--- src/rtl/noc2_mem_arb_pkg.sv ---
// Shared definitions for the NoC2 memory request arbiter: FSM encoding,
// header length field geometry and default flit width.
package noc2_mem_arb_pkg;

  typedef enum logic {
    IDLE  = 1'b0,
    BURST = 1'b1
  } arb_state_e;

  localparam int LEN_W       = 8;
  localparam int LEN_LSB_DEF = 22;
  localparam int DATA_W_DEF  = 64;

endpackage

--- src/rtl/noc2_mem_req_arb_rr_pick.sv ---
// Combinational round-robin picker: returns the first asserted request at or
// after ptr, wrapping modulo N; idx falls back to ptr when nothing requests.
module rr_pick #(
  parameter int N = 4,
  parameter int W = 2
) (
  input  logic [N-1:0] req,
  input  logic [W-1:0] ptr,
  output logic [W-1:0] idx,
  output logic         any
);

  logic [W:0]   sum  [N];
  logic [W-1:0] cand [N];

  // Explicit compare-and-subtract keeps the wrap correct for non-power-of-two N.
  for (genvar gi = 0; gi < N; gi++) begin : g_cand
    assign sum[gi]  = {1'b0, ptr} + (W+1)'(gi);
    assign cand[gi] = (sum[gi] >= (W+1)'(N)) ? W'(sum[gi] - (W+1)'(N)) : sum[gi][W-1:0];
  end

  always_comb begin
    idx = ptr;
    any = 1'b0;
    for (int k = N - 1; k >= 0; k--) begin
      if (req[cand[k]]) begin
        idx = cand[k];
        any = 1'b1;
      end
    end
  end

endmodule

--- src/rtl/noc2_mem_req_arb.sv ---
// Packet-level round-robin arbiter merging NUM_SRC NoC2 val/rdy streams onto one
// memory controller input. Optional per-source packet counters: FAKE_MEM_ARB_STATS_EN.
module noc2_mem_req_arb
  import noc2_mem_arb_pkg::*;
#(
  parameter int NUM_SRC = 4,
  parameter int SRC_W   = 2,
  parameter int DATA_W  = DATA_W_DEF,
  parameter int LEN_LSB = LEN_LSB_DEF
) (
  input  logic                      clk,
  input  logic                      reset,
  input  logic [NUM_SRC*DATA_W-1:0] src_data_in,
  input  logic [NUM_SRC-1:0]        src_val_in,
  output logic [NUM_SRC-1:0]        src_rdy_out,
  output logic [DATA_W-1:0]         mc_data_out,
  output logic                      mc_val_out,
  input  logic                      mc_rdy_in,
  output logic [SRC_W-1:0]          grant_idx_out,
  output logic                      busy_out
`ifdef FAKE_MEM_ARB_STATS_EN
  ,
  output logic [NUM_SRC*32-1:0]     pkt_cnt_out
`endif
);

  arb_state_e       state_reg, state_next;
  logic [SRC_W-1:0] rr_ptr_reg, rr_ptr_next;
  logic [SRC_W-1:0] lock_idx_reg, lock_idx_next;
  logic [LEN_W-1:0] remaining_reg, remaining_next;

  logic [SRC_W-1:0] pick_idx;
  logic             pick_any;
  logic [SRC_W-1:0] selected;
  logic [SRC_W-1:0] sel_inc;
  logic             sel_val;
  logic             hs;
  logic [LEN_W-1:0] len;

  rr_pick #(
    .N (NUM_SRC),
    .W (SRC_W)
  ) u_rr_pick (
    .req (src_val_in),
    .ptr (rr_ptr_reg),
    .idx (pick_idx),
    .any (pick_any)
  );

  // While a packet is in flight the locked source owns the channel outright.
  assign selected = (state_reg == BURST) ? lock_idx_reg : pick_idx;
  assign sel_val  = (state_reg == BURST) ? src_val_in[lock_idx_reg] : pick_any;
  assign sel_inc  = (selected == SRC_W'(NUM_SRC - 1)) ? '0 : selected + 1'b1;
  assign hs       = mc_val_out & mc_rdy_in;
  assign len      = mc_data_out[LEN_LSB +: LEN_W];

  always_ff @(posedge clk) begin
    if (reset) begin
      state_reg     <= IDLE;
      rr_ptr_reg    <= '0;
      lock_idx_reg  <= '0;
      remaining_reg <= '0;
    end else begin
      state_reg     <= state_next;
      rr_ptr_reg    <= rr_ptr_next;
      lock_idx_reg  <= lock_idx_next;
      remaining_reg <= remaining_next;
    end
  end

  always_comb begin
    state_next     = state_reg;
    rr_ptr_next    = rr_ptr_reg;
    lock_idx_next  = lock_idx_reg;
    remaining_next = remaining_reg;
    if (hs) begin
      case (state_reg)
        IDLE: begin
          if (len == '0) begin
            rr_ptr_next = sel_inc;
          end else begin
            state_next     = BURST;
            lock_idx_next  = selected;
            remaining_next = len;
          end
        end
        BURST: begin
          if (remaining_reg != '0) begin
            remaining_next = remaining_reg - 1'b1;
          end
          if (remaining_reg <= LEN_W'(1)) begin
            state_next  = IDLE;
            rr_ptr_next = sel_inc;
          end
        end
        default: state_next = IDLE;
      endcase
    end
  end

  always_comb begin
    mc_data_out   = src_data_in[selected*DATA_W +: DATA_W];
    mc_val_out    = sel_val & ~reset;
    grant_idx_out = reset ? '0 : selected;
    busy_out      = (state_reg == BURST) & ~reset;
    src_rdy_out   = '0;
    if (!reset && mc_rdy_in) begin
      src_rdy_out[selected] = 1'b1;
    end
  end

`ifdef FAKE_MEM_ARB_STATS_EN
  logic pkt_done;

  // A packet completes on a zero-length header or on the final payload flit.
  assign pkt_done = hs & (((state_reg == IDLE) & (len == '0)) |
                          ((state_reg == BURST) & (remaining_reg == LEN_W'(1))));

  for (genvar gi = 0; gi < NUM_SRC; gi++) begin : g_cnt
    logic [31:0] cnt_reg;
    always_ff @(posedge clk) begin
      if (reset) begin
        cnt_reg <= '0;
      end else if (pkt_done && (selected == SRC_W'(gi))) begin
        cnt_reg <= cnt_reg + 32'd1;
      end
    end
    assign pkt_cnt_out[gi*32 +: 32] = cnt_reg;
  end
`endif

endmodule

--- config.mk ---
export PLATFORM = sky130hd
export DESIGN_NAME = noc2_mem_req_arb
export DESIGN_NICKNAME = d
export VERILOG_FILES = /design/src/rtl/noc2_mem_arb_pkg.sv /design/src/rtl/noc2_mem_req_arb_rr_pick.sv /design/src/rtl/noc2_mem_req_arb.sv
export SDC_FILE = /design/constraint.sdc
export NUM_CORES = 1
export LEC_CHECK = 0
export CAP_MARGIN = 0
export CORE_AREA = 2 2 129 131
export CTS_CLUSTER_SIZE = 25
export DETAILED_ROUTE_END_ITERATION = 16
export DIE_AREA = 0 0 131 133
export DONT_BUFFER_PORTS = 1
export HOLD_SLACK_MARGIN = 0.1
export MAX_ROUTING_LAYER = met4
export PLACE_DENSITY = 0.4
export SYNTH_ARGS = -nofsm -noshare
export SYNTH_HDL_FRONTEND = slang
export SYNTH_SLANG_ARGS = --single-unit
--- constraint.sdc ---
create_clock -name clk -period 3.8 [get_ports clk]
set_input_delay 0.38 -clock clk [delete_from_list [all_inputs] [get_ports clk]]
set_output_delay 0.38 -clock clk [all_outputs]
set_load 0.005 [all_outputs]
# Word level (Yosys, flattened, before mapping)

Cells that the tools add are included.

Memories kept: 0
Bits in latches: 0
Logic and storage cells: 83
Register bits: 13
Bits in writable memories: 0
ROM bits: 0

Order comparisons: 12
Add/subtract/negate cells: 9
Div/mod/pow operators: 0
Mux-type cells: 38
$mul: 0
Reduce and logical (&&, ||, !) cells: 8
Bitwise logic cells: 6
Equal/unequal tests: 5
Shift-type cells: 1

Operators by type and width:

| kind                                                                         | number |
|---|---|
| 256-bit by 9-bit indexed part select with 64-bit output                      | 1 |
| 2-bit 2-to-1 mux                                                             | 13 |
| 2-bit by 3-bit less-than comparator with 1-bit output, second input constant | 6 |
| 8-bit 2-to-1 mux                                                             | 2 |
| 8-bit case mux with 2 select lines                                           | 1 |
| 1-bit 2-to-1 mux                                                             | 13 |
| 1-bit binary-select mux with 2-bit select                                    | 5 |
| 3-bit >= comparator, second input constant                                   | 3 |
| 3-bit AND reduction                                                          | 3 |
| 8-bit by 1-bit <= comparator with 1-bit output, second input constant        | 1 |
| 8-bit logical NOT                                                            | 1 |
| 8-bit nonzero test                                                           | 1 |
| 2-bit by 1-bit subtractor with 2-bit output, second input constant           | 4 |
| 8-bit by 1-bit subtractor with 8-bit output, second input constant           | 1 |
| 2-bit by 2-bit adder with 3-bit output, second input constant                | 2 |
| 4-bit 2-to-1 mux                                                             | 1 |
| 2-bit by 1-bit != test with 1-bit output, second input constant              | 2 |
| 2-bit != test, second input constant                                         | 2 |
| 2-bit case mux with 2 select lines                                           | 1 |
| 2-bit by 1-bit adder with 3-bit output, second input constant                | 1 |
| 1-bit bitwise AND                                                            | 3 |
| 2-bit by 3-bit >= comparator with 1-bit output, second input constant        | 1 |
| 1-bit inverter                                                               | 3 |
| 2-bit by 1-bit adder with 2-bit output, second input constant                | 1 |
| 6 further kinds                                                              | 7 |

# Logic depth before layout (Yosys ltp)

Depth in word-level cells: 15
Gate-level depth with buffers: 11

# Cells and area by module

A second synthesis with hierarchy kept.

Cell total of the unflattened synthesis: 557
Area total of the unflattened synthesis: 3123.0 µm²

By module, submodules not included:

| module           | area each (µm²) | cells an instance | times used |
|---|---|---|---|
| noc2_mem_req_arb | 3022.9          | 541               | 1 |
| rr_pick          | 100.1           | 16                | 1 |

# Worst setup path after synthesis

Ideal clock, no wire load.

Path kind: input -> register
Start: in src_val_in[0]
End: reg rr_ptr_reg[1]
Arrival time: 2.896 ns
Setup slack: 0.770 ns
Stages on the path: 11
Path buffers: 3
Data required time: 3.666 ns
Path through: nor2b_1 > a31oi_1 > a22o_4 > nand2_4 > inv_6 > clkbuf_1 > clkbuf_1 > clkbuf_1 > ha_1 > nor4b_1 > or4b_1

Word-level cells in the longest chain between the ends: 11
Elaborated cells between the ends (all ways): 32
Classes of those cells: add/sub: 1; eq/ne: 2; shift: 1; mux: 24; bitwise: 2; reduce/logical: 2

RTL lines:

| what                                                                          | RTL line                                       | RTL |
|---|---|---|
| start, declared                                                               | noc2_mem_req_arb.sv:14                         | `input logic [NUM_SRC-1:0] src_val_in,` |
| 1-bit binary-select mux with 2-bit select                                     | noc2_mem_req_arb_rr_pick.sv:26                 | `if (req[cand[k]]) begin` |
| 1-bit 2-to-1 mux (not written as such)                                        | noc2_mem_req_arb_rr_pick.sv:26                 |  |
| 2-bit 2-to-1 mux (3 in a row)                                                 | noc2_mem_req_arb_rr_pick.sv:26                 |  |
| 2-bit 2-to-1 mux *                                                            | noc2_mem_req_arb_rr_pick.sv:26                 |  |
| 2-bit 2-to-1 mux *                                                            | noc2_mem_req_arb.sv:51                         | `assign selected = (state_reg == BURST) ? lock_idx_reg : pick_idx;` |
| named net selected[1]                                                         | noc2_mem_req_arb.sv:34                         | `logic [SRC_W-1:0] selected;` |
| 2-bit by 1-bit adder with 2-bit output or 2-bit equality test (tied branches) | noc2_mem_req_arb.sv:53                         | `assign sel_inc = (selected == SRC_W'(NUM_SRC - 1)) ? '0 : selected + 1'b1;` |
| 2-bit 2-to-1 mux *                                                            | noc2_mem_req_arb.sv:53                         |  |
| named net sel_inc[1]                                                          | noc2_mem_req_arb.sv:35                         | `logic [SRC_W-1:0] sel_inc;` |
| 2-bit 2-to-1 mux, on equally long branches                                    | noc2_mem_req_arb.sv:91, noc2_mem_req_arb.sv:79 |  |
| 2-bit case mux with 2 select lines *                                          | noc2_mem_req_arb.sv:77                         | `case (state_reg)` |
| end signal, assigned                                                          | noc2_mem_req_arb.sv:65                         | `rr_ptr_reg <= rr_ptr_next;` |
| end, declared                                                                 | noc2_mem_req_arb.sv:28                         | `logic [SRC_W-1:0] rr_ptr_reg, rr_ptr_next;` |

Mark *: on every way through the listed nets, which the timed path passes. The rest lies on a longest branch. The select of a mux whose other input is x is not followed.
A chain may end at the register's enable or synchronous reset.

# Worst setup path in the final report

Start: reg state_reg
End: out mc_data_out[29]

Word-level cells in the longest chain between the ends: 2

RTL lines:

| what                                                    | RTL line                | RTL |
|---|---|---|
| start, declared                                         | noc2_mem_req_arb.sv:27  | `arb_state_e state_reg, state_next;` |
| start signal, assigned                                  | noc2_mem_req_arb.sv:64  | `state_reg <= state_next;` |
| 2-bit 2-to-1 mux                                        | noc2_mem_req_arb.sv:51  |  |
| 256-bit by 9-bit indexed part select with 64-bit output | noc2_mem_req_arb.sv:102 | `mc_data_out = src_data_in[selected*DATA_W +: DATA_W];` |
| end, declared                                           | noc2_mem_req_arb.sv:16  | `output logic [DATA_W-1:0] mc_data_out,` |

Every way passes these cells.

==> flow_summary_export.csv <==
group,metric,value,unit
outcome,status,"finished, final reports clean",
critical_path,crit_chain,"a21oi_1, nand3_1, nand2_4, inv_6, buf_12, nand2_1, and3_1, a31oi_1",
timing,worstMarginPinSlew,0.601,ns
synthesis,synth.net_count,844,
final_layout,antenna_cells,0,
synthesis,ys_async_sr_fraction,0,%
power,power.density,344,mW/mm²
critical_path,critPathSlowestCell,"dfxtp_1",
synthesis,avgSynthCellArea,5.61,µm²
die,ios,335,
die,rows,47,
power,seq_power_share,15.5,%
final_layout,multi_input_area,0.00271,mm²
placed_design,dp_hpwl,11300,µm
timing,final_hold_viol_count,0,
timing,rsz0062_at_grt,"false",
critical_path,r2r-end,"remaining_reg[2]",
clock_tree,cts_tree,"built",
final_layout,layout_commonest_cell,"nand2_1",
critical_path,worst-path-max-fanout,69,
critical_path,crit_path_end,"mc_data_out[29]",
synthesis,ys_seq_area_share,8.06,%
clock_tree,cts-root-buf,"clkbuf_16",
final_layout,largest_reg_flops,8,
routing,routed_via_density,5.51,
routing,dr_wl_met2,6720,µm
clock_tree,ctsResizeCount,0,
clock_tree,clk_latency,0.25,ns
power,ir_drop,130,µV
job,maxCapViolations,0,
global_routing,grt_use_total,14.7,%
power,p_clk_share,17.3,%
timing,period_share,87.0,%
final_layout,final-seq-area,260,µm²
critical_path,slowest_delay,0.67,ns
timing,fin_crit,3.30,ns
clock_tree,cts_setup_buffers,0,
timing,finClkSkew,0.00604,ns
worst_hold_path,worstHoldPathType,"in -> reg",
die,start_util,20.0,%
synthesis,synth.distinct_cells,61,
synthesis,yosys_warnings,0,
global_routing,grt_pass1_wl,19800,µm
routing,num_vias,4177,
die,dieArea,0.0174,mm²
power,p_switching,0.612,mW
routing,remaining_drc_errors,0,
clock_tree,cts.reportedPaths.clkPinSlew,0.05,ns
critical_path,worstPathRequired,3.42,ns
die,die_w,131,µm
synthesis,syn_inst,575,
final_layout,fillers,1869,
global_routing,grt_max_degree,124,
placed_design,dp_slack,0.614,ns
power,internal_power,0.572,mW
power,leakage,1.53,nW
critical_path,end_kind,"output pin",
clock_tree,h-tree-depth,1,
critical_path,crit_type,"reg -> out",
critical_path,r2r-start,"rr_ptr_reg[1]",
final_layout,synthToLayoutAreaGrowth,6.43,%
die,core,0.0162,mm²
routing,finalWirelength,14000,µm
routing,top_layer,"met4",
clock_tree,cts_sinks,13,
timing,fin_setup_tns,0,ns
global_routing,overflow,0,
global_routing,grt_pass1_vias,3677,
timing,timing.final.ws_setup,0.495,ns
clock_tree,numCtsBuffers,3,
final_layout,finalNetCount,808,
power,power_frac_comb,67.2,%
die,die_y,133,µm
routing,drt_pass1_iterations,5,
worst_hold_path,holdPathStages,1,
clock_tree,holdBufCountCts,0,
routing,drt_iter0_markers,408,
critical_path,reg2reg_slack,0.66,ns
routing,ant_nets,0,
placed_design,gp_congestion,0.874,
synthesis,synth_area,0.00323,mm²
clock_tree,cts_buffer_depth,2,
timing,fmax,303,MHz
routing,wl_met3,1320,µm
global_routing,antenna_found_initial,0,
placed_design,io_buffers,0,
synthesis,synth_seq_cells,13,
power,switching_share,51.7,%
critical_path,rr_worst_depth,10,
critical_path,start_kind,"flop",
final_layout,final_cell_mix,"nand2_1 (247), a31oi_1 (63), and3_1 (62)",
routing,wl_met1,5510,µm
synthesis,synth_flop_cell,"dfxtp_1",
timing,maxSlewHeadroom,59.5,%
critical_path,cp.arrival,2.92,ns
synthesis,synth-edff-count,0,
timing,maxSlewViolCount,0,
routing,wl_per_cell,18.4,µm
timing,setup_viol,0,
critical_path,startpoint,"state_reg",
final_layout,drive_gt1_share,5.39,%
## layer usage
| layer | global-route usage (%) | vias up |
|---|---|---|
| li1 | - | 1923 |
| met1 | 18.9 | 1953 |
| met2 | 24.0 | 271 |
| met3 | 1.74 | 30 |
| met4 | 4.67 | 0 |
| met5 | - | - |
## layout make-up
class,count,area share (%)
Clock buffer,4,2.29
Sequential cell,13,7.57
Multi-Input combinational cell,507,78.9
Tap cell,220,8.01
Timing Repair Buffer,6,2.04
Inverter,8,1.17
## cell families (layout without fill, tap and decap cells)
group	after synthesis	count (layout)	share of synthesized area, %
AND/OR/NAND/NOR	387	387	55.2
AO/OA/AOI/OAI	107	107	23.7
buffers and inverters	55	18	7.95
flip-flops	13	13	8.06
multiplexers	7	7	2.71
adder cells (fa/ha/maj)	6	6	2.33
## stage by stage
stage	instances	hold WS, ns	instance area, µm²	total power [mW]	utilization, %
2_1_floorplan	575	0.452	3230	0.812	-
3_3_place_gp	754	0.457	3360	0.977	20.8
3_5_place_dp	754	0.459	3360	0.984	20.8
4_1_cts	758	0.198	3440	1.19	21.2
5_1_grt	758	0.203	3440	1.29	21.2
6_report	758	0.202	3440	1.18	21.2
## cell usage after synthesis, types with 2 or more instances
cell type,number,area share (%)
a211oi_1,2,0.46
a21o_1,2,0.46
a21oi_1,7,1.1
a31oi_1,63,12
a32o_1,2,0.62
and2_1,6,1.2
and3_1,62,12
buf_1,3,0.35
buf_6,2,0.70
clkbuf_1,38,4.4
clkbuf_8,2,0.85
dfxtp_1,13,8.1
ha_1,6,2.3
inv_1,6,0.70
mux2i_1,5,1.6
nand2_1,247,29
nand2b_1,4,0.78
nand3_1,16,2.5
nand3_2,2,0.62
nor2_1,17,2.0
nor2b_1,7,1.4
nor3_1,5,0.78
nor4_1,5,0.97
nor4b_1,2,0.54
o21ai_0,8,1.2
o21ai_1,3,0.46
o22ai_1,2,0.39
o31ai_1,2,0.46
or2_1,2,0.39
or2_2,2,0.39
or4_1,2,0.46
## critical path: cells and delay by family (launching register included)
kind / cells / cell delay (ns)
buffers and inverters: 2 / 0.65
AO/OA/AOI/OAI: 2 / 0.58
AND/OR/NAND/NOR: 4 / 0.70
flip-flops: 1 / 0.67
## power groups by stage
stage	combinational (mW)	clock, mW	sequential [mW]
2_1_floorplan	0.641	0	0.171
3_3_place_gp	0.793	0	0.184
3_5_place_dp	0.800	0	0.184
4_1_cts	0.803	0.209	0.183
5_1_grt	0.889	0.217	0.186
6_report	0.796	0.205	0.183
## worst min path at each step
stage,endpoint,slack [ns],from
after floorplan,remaining_reg[7],0.45,remaining_reg[7]
after global placement,remaining_reg[5],0.46,reset
after detailed placement,lock_idx_reg[0],0.46,reset
after CTS,lock_idx_reg[1],0.20,reset
after global routing,remaining_reg[1],0.20,reset
final,lock_idx_reg[1],0.20,reset
No activity file was read; power rests on OpenSTA's default activity.
